## src/rtl/mem_access_unit_if.sv

```systemverilog
// Data-memory request/acknowledge port between the access unit and memory.
// Latency: n/a (wiring only).
// Backpressure: memory stretches a transaction by withholding mem_ack while mem_req is high.
//
// Ports (modports):
//   master - access unit: drives mem_req/mem_we/mem_addr/mem_wstrb/mem_wdata, samples mem_ack/mem_rdata
//   slave  - memory: the mirror image
interface mem_access_unit_if #(
    parameter int ADDR_W = 32
);
    logic              mem_req;
    logic              mem_we;
    logic [ADDR_W-1:0] mem_addr;
    logic [7:0]        mem_wstrb;
    logic [63:0]       mem_wdata;
    logic              mem_ack;
    logic [63:0]       mem_rdata;

    modport master (
        output mem_req, mem_we, mem_addr, mem_wstrb, mem_wdata,
        input  mem_ack, mem_rdata
    );

    modport slave (
        input  mem_req, mem_we, mem_addr, mem_wstrb, mem_wdata,
        output mem_ack, mem_rdata
    );
endinterface

```

## src/rtl/mem_access_unit.sv

```systemverilog
// MEM stage: turns an EX/MEM load/store into one memory transaction and returns extended load data.
// Latency: 3 cycles minimum (IDLE->ACCESS->DONE), +1 per memory wait cycle.
// Backpressure: stall holds the upstream pipeline from the start cycle until mem_ack; the request is held until acked.
//
// Ports:
//   clk, rst        - clock, asynchronous active-low reset
//   ex_*            - registered instruction from EX/MEM (valid, load/store, func3, address, store data, rd)
//   mem             - master side of the data-memory port
//   stall           - hold IF/ID, ID/EX, EX/MEM
//   wb_valid/rd/data- registered load result, valid in DONE only
//   fault           - single-cycle pulse on misaligned or illegal access
module mem_access_unit #(
    parameter int XLEN   = 64,
    parameter int ADDR_W = 32
) (
    input  logic             clk,
    input  logic             rst,
    input  logic             ex_valid,
    input  logic             ex_is_load,
    input  logic             ex_is_store,
    input  logic [2:0]       ex_func3,
    input  logic [XLEN-1:0]  ex_addr,
    input  logic [XLEN-1:0]  ex_wdata,
    input  logic [4:0]       ex_rd,
    mem_access_unit_if.master mem,
    output logic             stall,
    output logic             wb_valid,
    output logic [4:0]       wb_rd,
    output logic [XLEN-1:0]  wb_data,
    output logic             fault
);

    typedef enum logic [1:0] {
        IDLE   = 2'd0,
        ACCESS = 2'd1,
        DONE   = 2'd2
    } state_t;

    state_t state_q, state_d;

    // Decode of the instruction sitting in EX/MEM
    logic [1:0]        sz;
    logic [2:0]        off;
    logic              start;
    logic              illegal;
    logic              misaligned;
    logic              bad;
    logic [7:0]        strb_c;
    logic [XLEN-1:0]   wdata_c;

    // Upper address bits do not reach the memory port
    logic unused_addr_hi;
    assign unused_addr_hi = ^ex_addr[XLEN-1:ADDR_W];

    assign sz    = ex_func3[1:0];
    assign off   = ex_addr[2:0];
    assign start = ex_valid & (ex_is_load | ex_is_store);
    assign bad   = illegal | misaligned;

    always_comb begin
        illegal    = 1'b0;
        misaligned = 1'b0;
        strb_c     = 8'h00;
        if (ex_is_load) illegal = (ex_func3 == 3'b111);
        else            illegal = ex_func3[2];
        case (sz)
            2'd0:    begin misaligned = 1'b0;        strb_c = 8'h01 << off; end
            2'd1:    begin misaligned = off[0];      strb_c = 8'h03 << off; end
            2'd2:    begin misaligned = |off[1:0];   strb_c = 8'h0F << off; end
            default: begin misaligned = |off;        strb_c = 8'hFF;        end
        endcase
        // Loads never write any lane
        if (!ex_is_store) strb_c = 8'h00;
    end

    assign wdata_c = ex_wdata << {off, 3'b000};

    // Next-state and control
    logic stall_c;
    logic fault_c;
    logic latch;

    always_comb begin
        state_d = state_q;
        stall_c = 1'b0;
        fault_c = 1'b0;
        latch   = 1'b0;
        case (state_q)
            IDLE: begin
                if (start) begin
                    if (bad) begin
                        fault_c = 1'b1;
                    end else begin
                        stall_c = 1'b1;
                        latch   = 1'b1;
                        state_d = ACCESS;
                    end
                end
            end
            ACCESS: begin
                stall_c = 1'b1;
                if (mem.mem_ack) state_d = DONE;
            end
            DONE: begin
                state_d = IDLE;
            end
            default: state_d = IDLE;
        endcase
    end

    // Combinational outputs are forced quiet while reset is held
    assign stall = stall_c & rst;
    assign fault = fault_c & rst;

    always_ff @(posedge clk or negedge rst) begin
        if (!rst) state_q <= IDLE;
        else      state_q <= state_d;
    end

    // Latched request; kept after the op so the port stays stable
    logic [ADDR_W-1:0] r_addr;
    logic              r_we;
    logic [7:0]        r_wstrb;
    logic [63:0]       r_wdata;
    logic [4:0]        r_rd;
    logic [2:0]        r_func3;
    logic [2:0]        r_off;

    always_ff @(posedge clk or negedge rst) begin
        if (!rst) begin
            r_addr  <= '0;
            r_we    <= 1'b0;
            r_wstrb <= 8'h00;
            r_wdata <= '0;
            r_rd    <= '0;
            r_func3 <= '0;
            r_off   <= '0;
        end else if (latch) begin
            r_addr  <= {ex_addr[ADDR_W-1:3], 3'b000};
            r_we    <= ex_is_store;
            r_wstrb <= strb_c;
            r_wdata <= wdata_c;
            r_rd    <= ex_rd;
            r_func3 <= ex_func3;
            r_off   <= off;
        end
    end

    assign mem.mem_req   = (state_q == ACCESS);
    assign mem.mem_we    = r_we;
    assign mem.mem_addr  = r_addr;
    assign mem.mem_wstrb = r_wstrb;
    assign mem.mem_wdata = r_wdata;

    // Load alignment and extension
    logic [63:0] shifted;
    logic [63:0] ld_ext;

    assign shifted = mem.mem_rdata >> {r_off, 3'b000};

    always_comb begin
        ld_ext = shifted;
        case (r_func3[1:0])
            2'd0:    ld_ext = r_func3[2] ? {56'b0, shifted[7:0]}  : {{56{shifted[7]}},  shifted[7:0]};
            2'd1:    ld_ext = r_func3[2] ? {48'b0, shifted[15:0]} : {{48{shifted[15]}}, shifted[15:0]};
            2'd2:    ld_ext = r_func3[2] ? {32'b0, shifted[31:0]} : {{32{shifted[31]}}, shifted[31:0]};
            default: ld_ext = shifted;
        endcase
    end

    logic ack_now;
    assign ack_now = (state_q == ACCESS) & mem.mem_ack;

    // wb_valid is high exactly in the DONE cycle of a load to a real register
    always_ff @(posedge clk or negedge rst) begin
        if (!rst) begin
            wb_valid <= 1'b0;
            wb_rd    <= '0;
            wb_data  <= '0;
        end else begin
            wb_valid <= ack_now & ~r_we & (r_rd != 5'd0);
            if (ack_now & ~r_we) begin
                wb_rd   <= r_rd;
                wb_data <= ld_ext;
            end
        end
    end

endmodule

```

## src/flat_wrapper.sv

```systemverilog
// flat-port wrapper written by rule: the top's interface ports become plain ports
module mem_access_unit_flat 
#(
    parameter int XLEN   = 64,
    parameter int ADDR_W = 32
)
  (clk, rst, ex_valid, ex_is_load, ex_is_store, ex_func3, ex_addr, ex_wdata, ex_rd, stall, wb_valid, wb_rd, wb_data, fault, mem_mem_req, mem_mem_we, mem_mem_addr, mem_mem_wstrb, mem_mem_wdata, mem_mem_ack, mem_mem_rdata);
  mem_access_unit_if #(.ADDR_W(ADDR_W)) mem_i ();
  input  logic clk;
  input  logic rst;
  input  logic ex_valid;
  input  logic ex_is_load;
  input  logic ex_is_store;
  input  logic [2:0] ex_func3;
  input  logic [XLEN-1:0] ex_addr;
  input  logic [XLEN-1:0] ex_wdata;
  input  logic [4:0] ex_rd;
  output logic stall;
  output logic wb_valid;
  output logic [4:0] wb_rd;
  output logic [XLEN-1:0] wb_data;
  output logic fault;
  output wire logic [$bits(mem_i.mem_req)-1:0] mem_mem_req;
  output wire logic [$bits(mem_i.mem_we)-1:0] mem_mem_we;
  output wire logic [$bits(mem_i.mem_addr)-1:0] mem_mem_addr;
  output wire logic [$bits(mem_i.mem_wstrb)-1:0] mem_mem_wstrb;
  output wire logic [$bits(mem_i.mem_wdata)-1:0] mem_mem_wdata;
  input wire logic [$bits(mem_i.mem_ack)-1:0] mem_mem_ack;
  input wire logic [$bits(mem_i.mem_rdata)-1:0] mem_mem_rdata;
  assign mem_mem_req = mem_i.mem_req;
  assign mem_mem_we = mem_i.mem_we;
  assign mem_mem_addr = mem_i.mem_addr;
  assign mem_mem_wstrb = mem_i.mem_wstrb;
  assign mem_mem_wdata = mem_i.mem_wdata;
  assign mem_i.mem_ack = mem_mem_ack;
  assign mem_i.mem_rdata = mem_mem_rdata;
  mem_access_unit #(.XLEN(XLEN), .ADDR_W(ADDR_W)) u_core (.clk(clk), .rst(rst), .ex_valid(ex_valid), .ex_is_load(ex_is_load), .ex_is_store(ex_is_store), .ex_func3(ex_func3), .ex_addr(ex_addr), .ex_wdata(ex_wdata), .ex_rd(ex_rd), .mem(mem_i), .stall(stall), .wb_valid(wb_valid), .wb_rd(wb_rd), .wb_data(wb_data), .fault(fault));
endmodule
```

## config.mk

```make
export PLATFORM = sky130hd
export DESIGN_NAME = mem_access_unit_flat
export DESIGN_NICKNAME = d
export VERILOG_FILES = /design/src/rtl/mem_access_unit_if.sv /design/src/rtl/mem_access_unit.sv /design/src/flat_wrapper.sv
export SDC_FILE = /design/constraint.sdc
export NUM_CORES = 1
export LEC_CHECK = 0
export CORE_MARGIN = 2
export CORE_UTILIZATION = 41
export CTS_CLUSTER_SIZE = 8
export DETAILED_ROUTE_END_ITERATION = 8
export GPL_ROUTABILITY_DRIVEN = 0
export PLACE_DENSITY = 0.86
export SETUP_SLACK_MARGIN = 0.4
export SYNTH_ARGS = -nofsm -noshare
export SYNTH_HDL_FRONTEND = slang
export SYNTH_SLANG_ARGS = --single-unit
```

## constraint.sdc

```tcl
create_clock -name clk -period 2.2 [get_ports clk]
set_clock_uncertainty 0.05 [all_clocks]
set_input_delay 0.44 -clock clk [delete_from_list [all_inputs] [get_ports clk]]
set_output_delay 0.44 -clock clk [all_outputs]
set_load 0.05 [all_outputs]
```

==> results_dict.tcl <==
set metrics [dict create \
    status "complete, but fails checks" \
    failed_checks "negative setup slack" \
    grt_pass1_vias 10600 \
    vdd_drop_max_uv 968 \
    seq_area_um2 4640 \
    cts_tree "built" \
    grt_pass1_wl_um 59900 \
    grt_max_degree 169 \
    drcViolationCount 0 \
    cts-buffers-inserted 17 \
    clock.fmax_mhz 430 \
    n_antenna_cell 0 \
    min_period_over_period_pct 106 \
    die_area_um2 26800 \
    fin_tns_setup_ns -0.133 \
    port-buffer-count 348 \
    layout.nets 1673 \
    synth_common_cells "dfrtp_1, nand2_1, nor2_1" \
    path_max_fanout 5 \
    r2r-start "u_core.r_off[1]$_DFFE_PN0P_" \
    cap_violations 0 \
    cts_sinks 185 \
    die_w_um 164 \
    drt_iter0_drc 1479 \
    crit_path_top_delay_cell "and3b_2" \
    yosysUniqueCellTypes 49 \
    synth_area_leaders "dfrtp_1, mux2i_1, mux2_2" \
    hold_viol_final 0 \
    netlist_area_um2 10400 \
    rows 58 \
    antenna_found_initial 0 \
    wire_per_inst_um 26.7 \
    yosys.cell_count.top_type "dfrtp_1" \
    crit_type "in2out" \
    ios 384 \
    fillCellCount 1681 \
    crit_arrival_ns 1.84 \
    core_area_um2 25100 \
    synth_area_per_cell_um2 9.92 \
    hpwl_um 29200 \
    synth_top_area_share_pct 44.3 \
    final.setup.worst_slack_ns -0.127 \
    clock_latency_ns 0.43 \
    start_kind "primary input" \
    hold_path_class "in2async" \
    min_period_ns 2.33 \
    firstDrtPassIters 8 \
    finalMaxSlewViolations 0 \
    drive_above_1_share_pct 38.0 \
    path_common_cell "buf_12" \
    multi_input_area_um2 6430 \
    timing.rr.end "u_core.wb_data[48]$_DFFE_PN0P_" \
    ant_nets 0 \
    critical_path_required_ns 1.71 \
    chipHeight_um 164 \
    grt_util_all_layers_pct 29.5 \
    yosysWarnings 0 \
    powerDensity_nw_per_um2 1260 \
    setup_viol 2 \
    yosysTopAreaCell "dfrtp_1" \
    critPathMaxStageDelay_ns 0.26 \
    dp_slack_ns -0.636 \
    synthToLayoutAreaGrowth_pct 65.6 \
    p_leak_nw 7.41 \
    total_power_mw 21.8 \
    grt_setup_unrepaired "yes" \
    timing.slew.headroom_pct 32.7 \
    end_kind "output pin" \
    via_per_inst 6.32 \
    routed_wl_um 48200 \
    cts-root-buf "clkbuf_16" \
    ys.flop_type "dfrtp_1" \
    async_flop_share_pct 100 \
    initial_core_util_pct 41.6 \
    path_cells "buf_12 > clkinv_8 > ha_4 > a21o_1 > a21oi_2 > o21ai_2 > o21bai_1 > and3b_2 > buf_12" \
    synth-seq-cells 185 \
    clkTransAtPathRegs_ns 0.07 \
    rrSetupSlack_ns 0.03 \
    grt_overflow 0 \
    synth_edf_count 0 \
    clockBufferDepth 2 \
    netlist_instances 1053 \
    reg2regPathDepth 8 \
    worst_pin_slew_ns 1.01 \
    htree_levels 4 \
    vias 11400 \
    ys_seq_area_share_pct 44.3 \
]
[power breakdown]
| part | switching (mW) | internal (mW) |
|---|---|---|
| Combinational | 8.15 | 4.58 |
| Clock | 1.56 | 1.75 |
| Sequential | 1.07 | 4.67 |
[sequential cells by signal (all words and copies together) (netlist names)]
register,flops
u_core.r_off,3
u_core.wb_valid,1
u_core.mem.mem_wdata,64
u_core.state_q,2
u_core.mem.mem_wstrb,8
u_core.r_func3,3
u_core.mem.mem_we,1
u_core.r_rd,5
u_core.wb_rd,5
u_core.mem.mem_addr,29
u_core.wb_data,64
[cells by family (layout without fill, tap and decap cells)]
kind of cell | after synthesis | after routing | synth area share [%]
adder cells (fa/ha/maj) | 5 | 5 | 0.599
flip-flops | 185 | 185 | 44.3
buffers and inverters | 99 | 519 | 4.43
AND/OR/NAND/NOR | 323 | 323 | 13.0
other | 1 | 3 | 0.0359
AO/OA/AOI/OAI | 259 | 259 | 15.9
multiplexers | 181 | 181 | 21.7
[timing repair]
item,4_1_cts,5_1_grt
buffers inserted,8,14
hold endpoints to repair,17,0
cloned,3,16
endpoints found under the setup margin,330,188
resized for setup,464,280
pin swaps,9,45
hold buffers,1,0
[cell type report]
type | instances | area share, %
Multi-Input combinational cell | 771 | 37.2
Timing Repair Buffer | 481 | 29.9
Sequential cell | 185 | 26.8
Clock buffer | 19 | 2.56
Tap cell | 330 | 2.39
Clock inverter | 13 | 0.905
Inverter | 6 | 0.217
[metal layers]
metal  track usage (%)  part of all wire [%]  vias to the layer above
li1                  -                     -                     4623
met1              31.5                    32                     5457
met2              51.6                    48                     1005
met3              8.05                    11                      318
met4              18.3                   8.9                        0
met5                 0                     0                        -
[cells in the final DEF (no fill, tap or decap), types with 11 or more instances in the layout]
master             n
mux2_4            44
mux2_2            19
clkbuf_16         28
nand2_1          137
nor2_1            94
dfrtp_1          182
a31oi_1           35
buf_12            24
clkdlybuf4s50_1  164
mux4_2            30
o21ai_1           30
o21ai_2           18
o31ai_4           23
clkbuf_2          26
mux2i_1           86
nand2_4           16
clkdlybuf4s15_2  112
buf_4             86
buf_8             14
a31oi_4           11
o21ai_0           21
nor2b_1           19
a21oi_1           33
clkdlybuf4s15_1   11
a211oi_1          30
buf_6             17
nand2_2           28
[per-stage QoR]
stage          instances  area [µm²]  hold slack, ns  utilization, %
3_5_place_dp        1731       14800           0.269            58.8
6_report            1805       17300           0.148            68.9
2_1_floorplan       1055       10700          0.0944               -
4_1_cts             1775       15800           0.222            62.8
5_1_grt             1805       17300           0.201            68.9
3_3_place_gp        1731       14800           0.261            58.8
[worst max path at each step]
stage                                          to  slack [ns]  cells after the start                   startpoint
2_1_floorplan                               stall        0.06                      8                   ex_addr[2]
3_3_place_gp   u_core.mem.mem_addr[8]$_DFFE_PN0P_       -0.56                      8                  ex_func3[1]
3_5_place_dp   u_core.mem.mem_addr[7]$_DFFE_PN0P_       -0.64                      8                  ex_func3[1]
4_1_cts            u_core.wb_data[52]$_DFFE_PN0P_        0.04                      7  u_core.r_off[1]$_DFFE_PN0P_
5_1_grt                                     stall       -0.19                      9                  ex_func3[1]
6_report                                    stall       -0.13                      9                  ex_func3[1]
[critical path, delay by kind of cell]
kind            cells  cell delay (ns)
buf+inv             3             0.30
compound gates      4             0.67
fa+ha+maj           1             0.15
simple gates        1             0.26
(Power assumes the default switching activity.)
